<file path="config.mk">
export PLATFORM = sky130hd
export DESIGN_NAME = branch_exec_unit
export DESIGN_NICKNAME = d
export VERILOG_FILES = /design/src/rtl/branch_exec_unit_pkg.sv /design/src/rtl/branch_resolve.sv /design/src/rtl/branch_exec_unit.sv
export SDC_FILE = /design/constraint.sdc
export NUM_CORES = 1
export LEC_CHECK = 0
export CORE_ASPECT_RATIO = 1.5
export CORE_MARGIN = 8
export CORE_UTILIZATION = 50
export DETAILED_ROUTE_END_ITERATION = 16
export PLACE_DENSITY = 0.81
export SYNTH_ARGS = -nofsm -noshare
export SYNTH_HDL_FRONTEND = slang
export SYNTH_HIERARCHICAL = 1
export SYNTH_SLANG_ARGS = --single-unit
</file>
<file path="constraint.sdc">
create_clock -name clk -period 5.6 [get_ports clk]
set_clock_uncertainty 0.05 [all_clocks]
set_input_delay 1.4 -clock clk [delete_from_list [all_inputs] [get_ports clk]]
set_output_delay 1.4 -clock clk [all_outputs]
set_load 0.1 [all_outputs]
</file>
<file path="src/rtl/branch_exec_unit_pkg.sv">
// Shared types for the branch execution unit: instruction class and compare op.
package branch_exec_unit_pkg;

    // Instruction class presented by the branch reservation station.
    typedef enum logic [1:0] {
        ITYPE_BRANCH = 2'd0,
        ITYPE_JAL    = 2'd1,
        ITYPE_JALR   = 2'd2,
        ITYPE_NONE   = 2'd3
    } inst_type_t;

    // Conditional branch compare op, encoded like the RISC-V funct3 field.
    typedef enum logic [2:0] {
        BR_BEQ  = 3'b000,
        BR_BNE  = 3'b001,
        BR_BLT  = 3'b100,
        BR_BGE  = 3'b101,
        BR_BLTU = 3'b110,
        BR_BGEU = 3'b111
    } branch_op_t;

    // Byte distance to the sequential next instruction.
    localparam int INST_BYTES = 4;

endpackage

</file>
<file path="src/rtl/branch_resolve.sv">
// Combinational branch resolution: condition, target, link, mispredict, misalign.
module branch_resolve
    import branch_exec_unit_pkg::*;
#(
    parameter int XLEN = 32
) (
    input  inst_type_t        inst_type,
    input  branch_op_t        branch_op,
    input  logic [XLEN-1:0]   rs1,
    input  logic [XLEN-1:0]   rs2,
    input  logic [XLEN-1:0]   pc,
    input  logic [XLEN-1:0]   imm,
    input  logic              pred_taken,
    input  logic [XLEN-1:0]   pred_target,
    output logic [XLEN-1:0]   target,
    output logic [XLEN-1:0]   link,
    output logic              mispredict,
    output logic              misalign
);

    logic            cond;
    logic            taken;
    logic [XLEN-1:0] pc_plus4;
    logic [XLEN-1:0] pc_plus_imm;
    logic [XLEN-1:0] jalr_sum;

    assign pc_plus4    = pc + XLEN'(INST_BYTES);
    assign pc_plus_imm = pc + imm;
    assign jalr_sum    = rs1 + imm;

    // Evaluate the compare op; undefined op encodings never take.
    always_comb begin
        // NOTE: every always_comb output gets a default before the case so no path leaves it unassigned (no latch).
        cond = 1'b0;
        case (branch_op)
            BR_BEQ:  cond = (rs1 == rs2);
            BR_BNE:  cond = (rs1 != rs2);
            BR_BLT:  cond = ($signed(rs1) <  $signed(rs2));
            BR_BGE:  cond = ($signed(rs1) >= $signed(rs2));
            BR_BLTU: cond = (rs1 <  rs2);
            BR_BGEU: cond = (rs1 >= rs2);
            default: cond = 1'b0;
        endcase
    end

    // Pick direction, resolved next PC and link value from the instruction class.
    always_comb begin
        taken  = 1'b0;
        target = pc_plus4;
        link   = '0;
        case (inst_type)
            ITYPE_BRANCH: begin
                taken = cond;
                if (cond) target = pc_plus_imm;
            end
            ITYPE_JAL: begin
                taken  = 1'b1;
                target = pc_plus_imm;
                link   = pc_plus4;
            end
            ITYPE_JALR: begin
                taken  = 1'b1;
                target = jalr_sum & ~XLEN'(1);
                link   = pc_plus4;
            end
            default: ;
        endcase
    end

    // A taken op must also match the predicted target to count as correct.
    assign mispredict = (taken != pred_taken) || (taken && (target != pred_target));
    assign misalign   = taken && target[1];

endmodule

</file>
<file path="src/rtl/branch_exec_unit.sv">
// Pipelined branch execution unit: resolve, hold, return on CDB, redirect, count.
module branch_exec_unit
    import branch_exec_unit_pkg::*;
#(
    parameter int XLEN   = 32,
    parameter int TAG_W  = 6,
    parameter int STAGES = 2,
    parameter int CNT_W  = 32
) (
    input  logic              clk,
    input  logic              rst_n,
    input  logic              flush,
    input  logic              issue_valid,
    output logic              issue_ready,
    input  logic [TAG_W-1:0]  issue_tag,
    input  inst_type_t        issue_inst_type,
    input  branch_op_t        issue_branch_op,
    input  logic [XLEN-1:0]   issue_rs1,
    input  logic [XLEN-1:0]   issue_rs2,
    input  logic [XLEN-1:0]   issue_pc,
    input  logic [XLEN-1:0]   issue_imm,
    input  logic              issue_pred_taken,
    input  logic [XLEN-1:0]   issue_pred_target,
    output logic              cdb_valid,
    input  logic              cdb_ready,
    output logic [TAG_W-1:0]  cdb_tag,
    output logic [XLEN-1:0]   cdb_data,
    output logic              cdb_misalign,
    output logic              redirect_valid,
    output logic [XLEN-1:0]   redirect_pc,
    output logic [TAG_W-1:0]  redirect_tag,
    output logic [CNT_W-1:0]  stat_resolved,
    output logic [CNT_W-1:0]  stat_mispred
);

    // Stage payload. The taken bit is already folded into target (resolved
    // next PC), mispredict and misalign, so it is not carried down the pipe.
    typedef struct packed {
        logic [TAG_W-1:0] tag;
        logic [XLEN-1:0]  target;
        logic [XLEN-1:0]  link;
        logic             mispredict;
        logic             misalign;
    } brx_entry_t;

    brx_entry_t      resolved;
    brx_entry_t      s1_entry;
    brx_entry_t      out_entry;
    logic            s1_valid;
    logic            s1_load;
    logic            out_valid;
    logic            issue_fire;
    logic            completion;
    logic [XLEN-1:0] r_target;
    logic [XLEN-1:0] r_link;
    logic            r_mispredict;
    logic            r_misalign;

    branch_resolve #(.XLEN(XLEN)) u_resolve (
        .inst_type   (issue_inst_type),
        .branch_op   (issue_branch_op),
        .rs1         (issue_rs1),
        .rs2         (issue_rs2),
        .pc          (issue_pc),
        .imm         (issue_imm),
        .pred_taken  (issue_pred_taken),
        .pred_target (issue_pred_target),
        .target      (r_target),
        .link        (r_link),
        .mispredict  (r_mispredict),
        .misalign    (r_misalign)
    );

    assign resolved = '{tag: issue_tag, target: r_target, link: r_link,
                        mispredict: r_mispredict, misalign: r_misalign};

    // Reset gates issue_ready so every output reads 0 while rst_n is low.
    assign issue_ready = rst_n && !flush && s1_load;
    assign issue_fire  = issue_valid && issue_ready;
    assign completion  = out_valid && cdb_ready;

    // Stage 1 captures the resolved op; flush drops it at the next edge.
    always_ff @(posedge clk or negedge rst_n) begin
        // NOTE: sequential state uses non-blocking assignments so every register samples pre-edge values.
        if (!rst_n) begin
            s1_valid <= 1'b0;
            // NOTE: payload registers are reset as well so all outputs read 0 in reset, not just the valid bits.
            s1_entry <= '0;
        end else begin
            if (flush)        s1_valid <= 1'b0;
            else if (s1_load) s1_valid <= issue_valid;
            if (issue_fire)   s1_entry <= resolved;
        end
    end

    generate
        if (STAGES == 1) begin : g_one_stage
            assign s1_load   = !s1_valid || cdb_ready;
            assign out_valid = s1_valid;
            assign out_entry = s1_entry;
        end else if (STAGES == 2) begin : g_two_stage
            logic       s2_valid;
            logic       s2_load;
            brx_entry_t s2_entry;

            assign s2_load   = !s2_valid || cdb_ready;
            assign s1_load   = !s1_valid || s2_load;
            assign out_valid = s2_valid;
            assign out_entry = s2_entry;

            // Stage 2 is a pure holding register in front of the CDB.
            always_ff @(posedge clk or negedge rst_n) begin
                if (!rst_n) begin
                    s2_valid <= 1'b0;
                    s2_entry <= '0;
                end else begin
                    if (flush)        s2_valid <= 1'b0;
                    else if (s2_load) s2_valid <= s1_valid;
                    if (s2_load && s1_valid) s2_entry <= s1_entry;
                end
            end
        end else begin : g_bad_stages
            $error("branch_exec_unit: STAGES must be 1 or 2");
        end
    endgenerate

    assign cdb_valid      = out_valid;
    assign cdb_tag        = out_entry.tag;
    assign cdb_data       = out_entry.link;
    assign cdb_misalign   = out_entry.misalign;
    assign redirect_valid = completion && out_entry.mispredict && !flush;
    assign redirect_pc    = out_entry.target;
    assign redirect_tag   = out_entry.tag;

    // Saturating statistics, bumped on every completed CDB handshake.
    always_ff @(posedge clk or negedge rst_n) begin
        if (!rst_n) begin
            stat_resolved <= '0;
            stat_mispred  <= '0;
        end else if (completion) begin
            if (stat_resolved != '1) stat_resolved <= stat_resolved + CNT_W'(1);
            if (out_entry.mispredict && (stat_mispred != '1))
                stat_mispred <= stat_mispred + CNT_W'(1);
        end
    end

endmodule

</file>
==> summary by stage, run 1 <==
Run status
The run finished, with violations left. The final reports fail on setup timing.

Place
The final estimated routing congestion in global placement is around 0.97. During placement, the flow inserted port buffers numbering 320. The wire-length estimate of the detail-placed layout is 46600 µm.

Yosys
The number of synthesized flops with an enable pin is 0. Of the total synthesized cell area, the portion taken by XOR and XNOR cells is 0.0810. The number of synthesis warnings is 6. The share of synthesized area occupied by flip-flops and latches is 0.338.

Summing every instance area after synthesis gives 15600 µm². The share of the synthesized area in compound gates (AO/OA/AOI/OAI) is 0.154. The number of synthesized register bits is 210. The largest family of logic cells by synthesized area is simple AND/OR/NAND/NOR gates. Sorting the synthesized cells by area gives the leading types as dfrtp_1, mux2_2, ha_1. The most instantiated flip-flop cell in the synthesis netlist is dfrtp_1. Of the total synthesized cell area, the portion taken by full adders, half adders and majority gates is 0.0829. The number of different library cells in the post-synthesis netlist is 90. Each instance of the synthesized netlist takes up on average around 9.5 µm². The cell count after synthesis is about 1600. When the netlist entered floorplanning its net count stood at roughly 1900.

The share of synthesized area in the top cell type comes to 0.338. Counting flops with an async set or reset pin after synthesis yields a share of 1.00. The portion of synthesized area spent on multiplexers is 0.111. The biggest area contributor in the post-synthesis netlist is dfrtp_1. Of the total synthesized cell area, the portion taken by AND, OR, NAND and NOR gates is 0.166.

Finish
In the final layout, the share of cells above drive strength 1 is 0.277. The net total in the final layout is about 2500. The repair_antennas step left the layout with diodes totalling 0. Relative to the synthesized area, the layout overhead comes to 42.5%.

STA
The final hold slack is ~0.45 ns. The slew of the pin with the lowest slew margin is roughly 1.1 ns. The minimum clock period is 5.76 ns.

The number of failing hold endpoints at the final stage is 0. The relative slew slack is 0.269. Setup violations remaining at the end of the flow were counted as 1. Setup repair after global routing could not meet its margin everywhere. The top achievable clock speed is ~0.17 GHz. The fraction of the cycle the final worst path needs is 1.03. The final max-slew violation count is 0. The final worst setup slack is -0.155 ns.

Routing
After detailed routing, the average wire length per cell comes to 21.9 µm. The remaining design rule violation count is 0. In the routed layout, each cell is associated on average with a via count of around 5.8. The number of violations reported at the end of detailed-routing iteration 0 is 1019. The routed design has 57000 µm of wire.

Once detail routing completed, the nets flagged for antenna violations numbered 0. Detailed routing inserted a total of between 15000 and 20000 vias. The iteration count of the initial detailed-routing pass is 6.

Clock network
The total number of clock tree sinks is 210. In this run the deepest clock path goes through 3 buffers. At the later pin of the worst-skew pair, clock insertion delay measures ~0.50 ns. In this run the clock root is driven by a clkbuf_16. TritonCTS created 19 clock buffers. TritonCTS built the clock tree. Clock-pin slew was measured on the worst setup and hold paths at about 0.060 ns.

The depth of the CTS H-tree is 1.

GRT
In the global route stage, overall resource usage came out at 0.292. After global routing the overflow that remains totals 0. The number of antenna violations at the first check in global routing is 0. The maximum number of pins on one net before global-route repair is approximately 160.

The first-pass GRT wire length is between 80000 and 90000 µm. The via count of the first global-routing pass is approximately 16000.

Floorplanning
The height of the die is around 230 µm. After floorplanning, the core was divided into about 80 placement rows. The floorplan die width is between 150 and 200 µm. The total die area is roughly 37000 µm².

The initial utilization of the core area, before any placement, comes to 0.505. In this run the standard cell core region covers ~30000 µm². The count of boundary I/O pins is between 300 and 400.

Critical path
The kind of cell adding the most delay to the critical path is compound AO/OA/AOI/OAI gates. STA puts the critical path data arrival time at between 6 and 7 ns. In this design, the critical path's most frequently occurring cell is buf_4.

The count of buffer and inverter cells on the critical path is 6. The largest single stage delay on the critical path is roughly 0.46 ns. The cell with the largest stage delay on the worst path is clkdlybuf4s50_1. Along the worst path, the maximum fanout reaches 5. The worst path required time is 5.93 ns. The kind of end point of the critical path is a flip-flop. Walking the worst path, the cells encountered are clkdlybuf4s50_1 -> inv_1 -> ha_1 -> nor2b_1 -> o211ai_1 -> a2111oi_2 -> o31a_4 -> nor3_4 -> mux2i_4 -> a31o_1 -> buf_4 -> a211oi_2 -> buf_4 -> buf_4 -> a22o_1 -> a211oi_2 -> nand4_1 -> buf_4 -> a2111oi_4 -> nor2_1 -> mux2_4.

The critical path is of the in2reg type. STA classifies the critical path startpoint as an input pin.

Worst hold path
The type of the tightest min-delay check is reg2reg.

Pwr
Total power for the finished layout comes to slightly above 7000 µW. Dividing total power by cell area gives a power density of 319 nW/µm². The leakage power of the design is slightly above 0.01 µW. VDD sags by at most between 0.2 and 0.25 mV.

Job
The tool flagged a number of max-cap violations equal to 0.
[power breakdown]
part	internal, µW	switching [µW]	leakage, µW	total [µW]
Combinational	1260	2490	0.00722	3750
Sequential	1830	217	0.00274	2050
Clock	733	555	0.000297	1290
Total	3820	3260	0.0103	7080
[what timing repair did]
item / 4_1_cts / 5_1_grt
hold endpoints to repair: 0 / 0
hold buffers: 0 / 0
gates resized for setup: 25 / 82
pin swaps: 13 / 30
setup buffers: 5 / 13
endpoints found under the setup margin: 1 / 1
[per-stage QoR]
| step | setup TNS [ns] | instance area (µm²) | setup WS, ns | utilization | cells |
|---|---|---|---|---|---|
| floorplan | 0 | 15600 | 0.248 | - | 1638 |
| global placement | -0.742 | 20900 | -0.742 | 0.676 | 2552 |
| detailed placement | -0.819 | 20900 | -0.819 | 0.676 | 2552 |
| CTS | 0 | 21600 | 0.0133 | 0.701 | 2590 |
| global route | -0.227 | 22200 | -0.227 | 0.719 | 2603 |
| finish | -0.155 | 22200 | -0.155 | 0.719 | 2603 |
[cells in the mapped netlist (11+ instances only)]
library cell / count
a31oi_1: 12
o21a_1: 11
xor2_1: 65
a21oi_1: 82
buf_4: 78
nor3_1: 35
a21o_1: 34
buf_2: 15
or3_1: 19
o211ai_1: 11
nor4_1: 14
dfrtp_1: 210
and4_1: 12
and3_1: 23
nand3_1: 48
clkbuf_1: 23
nor2_1: 114
ha_1: 100
nand4_1: 49
a211oi_1: 19
inv_1: 65
o21ai_0: 53
nand2_1: 115
mux2_2: 148
xnor2_1: 79
and2_1: 23
or2_2: 11
[state kept, by name, summed over array words and instances, names as in the netlist]
name,flops
g_two_stage.s2_entry,1
stat_resolved,32
cdb_tag,6
s1_valid,1
stat_mispred,32
cdb_valid,1
cdb_misalign,1
cdb_data,32
redirect_pc,32
s1_entry,72
[logic make-up after synthesis]
| kind of cell | count (synthesis) |
|---|---|
| fa+ha+maj | 102 |
| compound gates | 339 |
| mux | 154 |
| flops | 210 |
| simple gates | 502 |
| buf+inv | 187 |
| xor+xnor | 144 |
[cells in the final DEF, fill, tap and decap left out, types with 11 or more instances in the layout]
| cell | instances |
|---|---|
| a211oi_1 | 13 |
| a21o_1 | 33 |
| a21oi_1 | 78 |
| and2_1 | 23 |
| and3_1 | 23 |
| and4_1 | 12 |
| buf_4 | 324 |
| clkbuf_16 | 19 |
| clkdlybuf4s50_1 | 299 |
| dfrtp_1 | 210 |
| dlymetal6s2s_1 | 17 |
| ha_1 | 86 |
| ha_4 | 14 |
| inv_1 | 55 |
| mux2_2 | 146 |
| nand2_1 | 114 |
| nand3_1 | 47 |
| nand4_1 | 49 |
| nor2_1 | 114 |
| nor3_1 | 31 |
| nor4_1 | 14 |
| o211ai_1 | 11 |
| o21a_1 | 11 |
| o21ai_0 | 49 |
| or3_1 | 17 |
| xnor2_1 | 79 |
| xor2_1 | 64 |
[layer usage]
metal  GRT usage  wire length, µm
met5           0                0
met4       0.153             3140
met3      0.0348             2880
met2       0.551            29900
met1       0.312            21100
[path summary, 6_finish.rpt]
kind	cells after the start	endpoint	startpoint	slack [ns]
max	21	s1_entry[1]	issue_rs2[1]	-0.16
max in group asynchronous	2	cdb_data[16]	rst_n	3.47
min in group asynchronous	1	stat_mispred[11]	rst_n	0.80
max reg2reg	5	stat_mispred[25]	stat_mispred[4]	3.29
min	1	stat_mispred[31]	stat_mispred[31]	0.45
min reg2reg	1	stat_mispred[31]	stat_mispred[31]	0.45
[worst register-to-register path: cells and delay by family, from the launching register on]
family	cells	cell delay, ns
xor+xnor	1	0.18
flops	1	0.45
simple gates	4	1.51
[layout make-up]
cell class              count  area [µm²]
clock buffers              29         553
multi-input cells        1241        9790
fillers                  2354        8660
flip-flops and latches    210        5260
clock inverters             4        56.3
repair buffers            648        5760
inverters                  66         248
well taps                 405         507
Note: power is estimated with default switching activity, not from simulation.
==> run 2: changes to the inputs <==
--- a/config.mk
+++ b/config.mk
@@ -6,7 +6,6 @@
 export NUM_CORES = 1
 export LEC_CHECK = 0
 export CORE_ASPECT_RATIO = 1.5
-export CORE_MARGIN = 8
 export CORE_UTILIZATION = 50
 export DETAILED_ROUTE_END_ITERATION = 16
 export PLACE_DENSITY = 0.81
==> run 2 against run 1 <==
  * The flow now finishes without violations
  * Count of clock-buffer cells in the layout down 5
  * Non-clock buffer count down 13
  * Fmax up 2.8%
  * First-iteration DRC count down 12%
  * Via count up 0.69%
  * Worst hold slack about the same
==> summary by stage, run 2 (synthesized netlist as in run 1, its figures left out) <==
Run status
The run finished with clean final reports.

Clock network
The maximum root-to-sink buffer count is 3. The root buffer cell chosen for the clock tree is clkbuf_16. The depth of the CTS H-tree is 1. The total CTS buffers is 19. Clock-pin slew was measured on the worst setup and hold paths at 0.07 ns.

The clock reaches the later pin of the worst-skew pair after between 0.4 and 0.5 ns. The hold-fix buffer count after cts is 0. The clock drives 210 sinks. The TritonCTS clock tree is built.

Finish
The register ranked first by flip-flop count is s1_entry. The final core utilization is 0.733. The top cell types in the final layout, fill and taps aside, are buf_4, clkdlybuf4s50_1, dfrtp_1, mux2_2. The multi-input combinational cells in the finished layout cover a total of ~10000 µm².

The final standard cell count with taps included and fillers excluded is ~2600. The area added between synthesis and finish is 43.3%. After filler insertion, the fill cell instance count of the layout stands at 2147. The commonest non-fill, non-tap cell in the layout is buf_4.

In the final design database the tool counted between 2000 and 2500 nets. The register with the most flip-flops in the layout has 72 of them. The sequential cell area is 5260 µm². The fraction of layout instances using a drive strength above 1 is 0.291.

Critical path
The sort of element at the start of the critical path is an input pin. The largest stage delay on the critical path is about 0.58 ns. For this design, the slowest cell found on the critical path is or4_4. The count of buffer and inverter cells on the critical path is 4.

For the worst setup path, the data required time is 5.93 ns. Traced cell by cell, the critical path runs through clkdlybuf4s15_1 -> ha_4 -> nand4_1 -> buf_4 -> or4_4 -> nor3_4 -> nand3_2 -> o41ai_4 -> buf_6 -> nor3_4 -> a31o_1 -> buf_4 -> a222oi_1 -> or2_1 -> o2111ai_2 -> or4_4 -> a2111oi_4 -> nor2_1 -> mux2_4. The data arrival at the endpoint of the critical path is 5.93 ns. The type of the worst setup path is in2reg.

Among cell families on the critical path, the largest total delay comes from simple AND/OR/NAND/NOR gates. The kind of end point of the critical path is a flip-flop. The maximum fanout count along the critical path is 4.

Routing
The average routed wire per standard cell is 20.7 µm. The routed wire length is between 50000 and 60000 µm. The via-per-instance ratio is 5.91. Detailed routing inserted a total of 15300 vias. In the routed design, unresolved DRC markers number 0. In this run, the number of DRC markers left after iteration 0 of detailed routing was 901. The first detailed-routing pass took 9 iterations.

The detail route stage leaves a number of antenna-violating nets equal to 0.

STA
The final max-slew violation count is 0. Static timing analysis puts the maximum clock frequency at approximately 0.18 GHz. After layout, the minimum clock period comes to 5.60 ns. The number of failing hold endpoints at the final stage was 0. At the pin with the least slew margin, the transition time is around 1.1 ns. Measured against its own limit, the worst slew margin works out to 0.272.

The final setup violation count is 0. Dividing the final minimum period by the clock period gives 1.00.

GRT
The via count of the first global-routing pass is 15500. The total overflow left after global routing is 0. Entering global routing, the biggest net connects 171 pins.

The number of antenna violations at the first check in global routing was 2. The first global-routing pass estimated 81000 µm of wire. The aggregate global-route resource usage is 0.325.

Place
Detailed placement ended at an HPWL of between 40000 and 50000 µm. Input and output buffers added on the ports amount to between 300 and 400. Counting tap cells, the placed design contains a total of 2531 instances. At the end of routability-driven placement, the weighted congestion stood at approximately 1.

Pwr
The analysis attributes to cell leakage a power of between 0.01 and 0.015 µW. The largest voltage drop on the vdd net is 0.258 mV. The power per cell area is approximately 310 nW/µm².

Floorplanning
For this configuration, the core starts out at a cell density of 0.511. In this run the core area contains 78 standard-cell rows. Measured along the y axis, the die boundary spans 218 µm. The floorplan die width is ~150 µm. The core region is 30400 µm². The total die area is approximately 32000 µm². between 300 and 400 I/O pins were placed.

Worst hold path
The type of the tightest min-delay check is reg2reg.

Job
Max-cap violations in this run came to 0.
run 2: changes by cell type in the layout (fill, tap and decap cells not counted), moves of 4 or more:
cell | before | now
ha_1 | 86 | 73
clkdlybuf4s50_1 | 299 | 278
dlymetal6s2s_1 | 17 | 38
buf_4 | 324 | 311
o21ai_1 | 3 | 7
inv_2 | 10 | 18
o21ai_0 | 49 | 44
inv_1 | 55 | 47
clkinv_2 | 0 | 6
ha_4 | 14 | 26
run 2: what timing repair did:
action,CTS,global route
pin swaps,18,56
hold endpoints to repair,0,0
setup endpoints to repair,1,1
setup buffers,10,13
resized for setup,28,149
run 2: routing by layer:
layer	GRT usage	wire (µm)
met1	0.346	19000
met2	0.604	27600
met3	0.0324	2880
met4	0.219	4100
met5	0	0
run 2: power by group:
group	internal, µW	switching (µW)
clock	653	552
combinational	1260	2490
sequential	1830	211
run 2: final timing paths:
kind | end | cells past startpoint | slack (ns) | startpoint
max reg2reg | stat_mispred[31] | 5 | 3.27 | stat_mispred[17]
max in group asynchronous | redirect_pc[18] | 2 | 3.51 | rst_n
min reg2reg | stat_resolved[20] | 1 | 0.45 | stat_resolved[20]
min in group asynchronous | stat_mispred[2] | 1 | 0.77 | rst_n
max | s1_entry[1] | 19 | 0.002 | issue_rs1[14]
min | stat_resolved[20] | 1 | 0.45 | stat_resolved[20]
run 2: area by class of cell:
cell class,instances,area share
Tap cell,400,0.0224
Sequential cell,210,0.236
Clock inverter,8,0.00208
Clock buffer,24,0.0231
Antenna cell,2,0.000224
Multi-Input combinational cell,1241,0.450
Timing Repair Buffer,635,0.256
Inverter,66,0.0111
run 2: through the flow:
step / setup TNS (ns) / power (µW) / instance area (µm²) / setup slack (ns) / hold slack [ns]
after CTS: -0.0495 / 6910 / 21500 / -0.0495 / 0.455
final: 0 / 7000 / 22300 / 0.00155 / 0.449
after floorplan: 0 / 4700 / 15600 / 0.248 / 0.425
after global routing: -0.0960 / 7260 / 22300 / -0.0960 / 0.458
after global placement: -0.641 / 5580 / 20700 / -0.641 / 0.421
after detailed placement: -0.780 / 5660 / 20700 / -0.780 / 0.440
==> run 3: changes to the inputs <==
--- a/config.mk
+++ b/config.mk
@@ -5,7 +5,7 @@
 export SDC_FILE = /design/constraint.sdc
 export NUM_CORES = 1
 export LEC_CHECK = 0
-export CORE_ASPECT_RATIO = 1.5
+export CORE_ASPECT_RATIO = 2
 export CORE_UTILIZATION = 50
 export DETAILED_ROUTE_END_ITERATION = 16
 export PLACE_DENSITY = 0.81
==> run 3 against run 2 <==
  * The flow now finishes with violations (setup timing)
  * Setup slack worse by 0.14 ns
  * Sequential cell count is the same
  * Sequential power is essentially flat
  * First-iteration DRC count decreased by 4.8%
  * Sequential share of layout area grew 0.62 points
  * Total power grew 0.44%
  * Highest routed layer unchanged
==> summary by stage, run 3 (synthesized netlist as in run 1, its figures left out) <==
Clock network
After clock tree synthesis, the clock-pin slew on the worst setup and hold paths is around 0.070 ns. The total number of clock tree sinks is between 200 and 250. The root buffer selected by CTS is clkbuf_16.

The clock latency at the later pin of the worst-skew pair is between 0.4 and 0.5 ns. The total CTS buffers is 17. TritonCTS built the clock tree.

The depth of the CTS H-tree is 1. Counting along the longest clock path gives a buffer depth of 3.

Critical path
The most critical setup path has its startpoint at issue_rs1[0]. The worst path required time is 5.91 ns. The sort of element at the start of the critical path is an input pin. The data arrival at the endpoint of the critical path is 6.05 ns.

In this run the worst path has a maximum fanout of 6. The cell with the largest stage delay on the worst path is or4_4. The critical path in this run is classified as in2reg.

The largest stage delay on the critical path is approximately 0.60 ns. The setup check on the worst reg-to-reg path leaves a slack of 3.22 ns. The critical path contains buffers and inverters numbering 6 combined. The critical path goes through clkdlybuf4s50_1 -> buf_4 -> inv_1 -> ha_1 -> nand4_1 -> or4_4 -> nor3_4 -> buf_4 -> o41ai_4 -> buf_4 -> or2_4 -> buf_12 -> o31a_1 -> o211a_1 -> a21oi_2 -> nand4_1 -> or4_4 -> a2111oi_4 -> nor2_1 -> mux2_2. The kind of end point of the critical path is a flip-flop.

By instance count, the cell type seen most on the critical path is buf_4. The endpoint identified for the worst register-to-register timing path is stat_resolved[1]. The startpoint of the worst-slack reg-to-reg timing path is stat_resolved[0].

Counting cells, the worst reg-to-reg path comes to 5. Among cell families on the critical path, the largest total delay comes from simple AND/OR/NAND/NOR gates.

STA
The number of failing hold endpoints at the final stage came to 0. The relative slew slack is 0.262. Across all setup checks in the final design, the least slack found is -0.138 ns.

Setup repair after global routing could not meet its margin everywhere. The final max-slew violation count is 0. The top achievable clock speed is between 0.15 and 0.2 GHz. Setup violations remaining at the end of the flow were counted as 1. The minimum clock period is around 5.7 ns.

The slew of the pin with the lowest slew margin is 1.10 ns. Dividing the final minimum period by the clock period gives 1.02. The final hold slack is roughly 0.43 ns.

GRT
The number of antenna violations at the first check in global routing is 1. The via count of the first global-routing pass is around 16000. The remaining global-route overflow is 0. The maximum number of pins on one net before global-route repair is between 150 and 200. The first-pass GRT wire length is between 80000 and 90000 µm.

The aggregate global-route resource usage is 0.355.

Finish
The register with the most flip-flops in the layout has 72 of them. The net total in the final layout is 2458. The register ranked first by flip-flop count is s1_entry. The library cell used most frequently in the layout, excluding fill and tap cells, is buf_4. The sequential cell area is around 5300 µm².

The layout has roughly 2400 filler cells. Compared with the post-synthesis result, the final layout area differs by 39.6%. The fraction of layout instances using a drive strength above 1 is 0.261. The top cell types in the final layout, fill and taps aside, are buf_4, clkdlybuf4s50_1, dfrtp_1, mux2_2. The area taken by multi-input logic gates is between 9000 and 10000 µm².

Routing
In the routed layout, each cell is associated on average with a via count of approximately 6.0. The final layout contains routed wiring with a total length of approximately 57000 µm. The iteration count of the initial detailed-routing pass is 5. The count of nets left with antenna violations once routing finished came out at 0. The count of vias placed by the detailed router is approximately 15000. The average routed wire per standard cell is approximately 22 µm. In the routed design, unresolved DRC markers number 0.

After the first detailed-routing iteration, the DRC count stood at roughly 860.

Floorplanning
approximately 320 I/O pins were placed. The area of the core is about 30000 µm². The floorplan has just over 90 rows. For this configuration, the core starts out at a cell density of 0.506. The die is 252 µm tall. The total die area is around 32000 µm². The floorplan die width is roughly 130 µm.

Job
The count of max-cap constraint violations is 0.

Place
At the end of routability-driven placement, the weighted congestion stood at between 1 and 1.5. The minimum setup slack after placement is -1.00 ns. During placement, the flow inserted port buffers numbering 320. Detailed placement ended at an HPWL of ~47000 µm.

Pwr
For this design the ratio of total power to cell area is around 320 nW/µm². The switching share of total power is 0.463. The clock network power share is 0.178. The combinational group share of total power is 0.527. The internal power consumption is around 3800 µW.

The total net switching power is about 3300 µW. For this design the static power due to leakage is between 0.01 and 0.015 µW. IR analysis of the VDD net gives a maximum drop of about 0.27 mV. The share of total power dissipated in sequential elements is 0.295.

Worst hold path
The path with the worst hold slack has its endpoint at stat_resolved[20]. The startpoint of the worst hold path is stat_resolved[20]. Counting instances, the worst hold path has a depth of 1. The type of the tightest min-delay check is reg2reg.

Run status
The flow ran to the end, but the final reports show violations. The final reports fail on setup timing.
-- run 3: cell types whose count changed in the layout (fill, tap and decap cells not counted), sizes merged --
cell and change:
bufinv +2, clkinvlp -1, clkdlybuf4s50 +39, clkbuf -1, clkdlybuf4s15 -1, dlymetal6s2s -38, clkinv -3, buf +8
diode -1
-- run 3: layout make-up --
type	count	area share
clock inverter	6	0.00386
multi-input combinational	1241	0.439
timing repair buffer	643	0.260
tap	372	0.0214
sequential	210	0.242
inverter	66	0.0114
antenna	1	0.000115
clock buffer	23	0.0225
-- run 3: power groups by stage --
stage          Clock, µW  Sequential, µW  Combinational (µW)
6_report            1250            2070                3710
5_1_grt             1320            2100                3840
4_1_cts             1270            2070                3680
3_5_place_dp           0            2090                3620
3_3_place_gp           0            2070                3580
2_1_floorplan          0            2190                2510
-- run 3: worst max path at each step --
stage / depth (start not counted) / slack, ns / endpoint
5_1_grt: 20 / -0.20 / s1_entry[1]
6_report: 20 / -0.14 / s1_entry[1]
3_5_place_dp: 19 / -1.00 / s1_entry[1]
4_1_cts: 17 / 0.0002 / s1_entry[1]
2_1_floorplan: 16 / 0.25 / s1_entry[1]
3_3_place_gp: 18 / -0.94 / s1_entry[1]
-- run 3: metal layers --
layer  part of all wire  wire length (µm)  global-route usage
met2               0.54             30700               0.679
met4              0.090              5130               0.289
met3              0.041              2360              0.0291
met1               0.33             18600               0.340
met5                  0                 0                   0
-- run 3: what timing repair did --
item,4_1_cts,5_1_grt
pin swaps,12,11
setup buffers,3,2
hold buffers,0,0
gates cloned,0,0
resized for setup,37,16
setup endpoints to repair,1,1
-- run 3: per-stage QoR --
step           total power [µW]  cells  instance area [µm²]  setup TNS (ns)  utilization
2_1_floorplan              4700   1638                15600               0            -
5_1_grt                    7270   2562                21700          -0.202        0.707
4_1_cts                    7010   2559                21700               0        0.704
3_5_place_dp               5710   2527                20900           -1.08        0.679
3_3_place_gp               5650   2527                20900          -0.979        0.679
6_report                   7030   2562                21700          -0.138        0.707
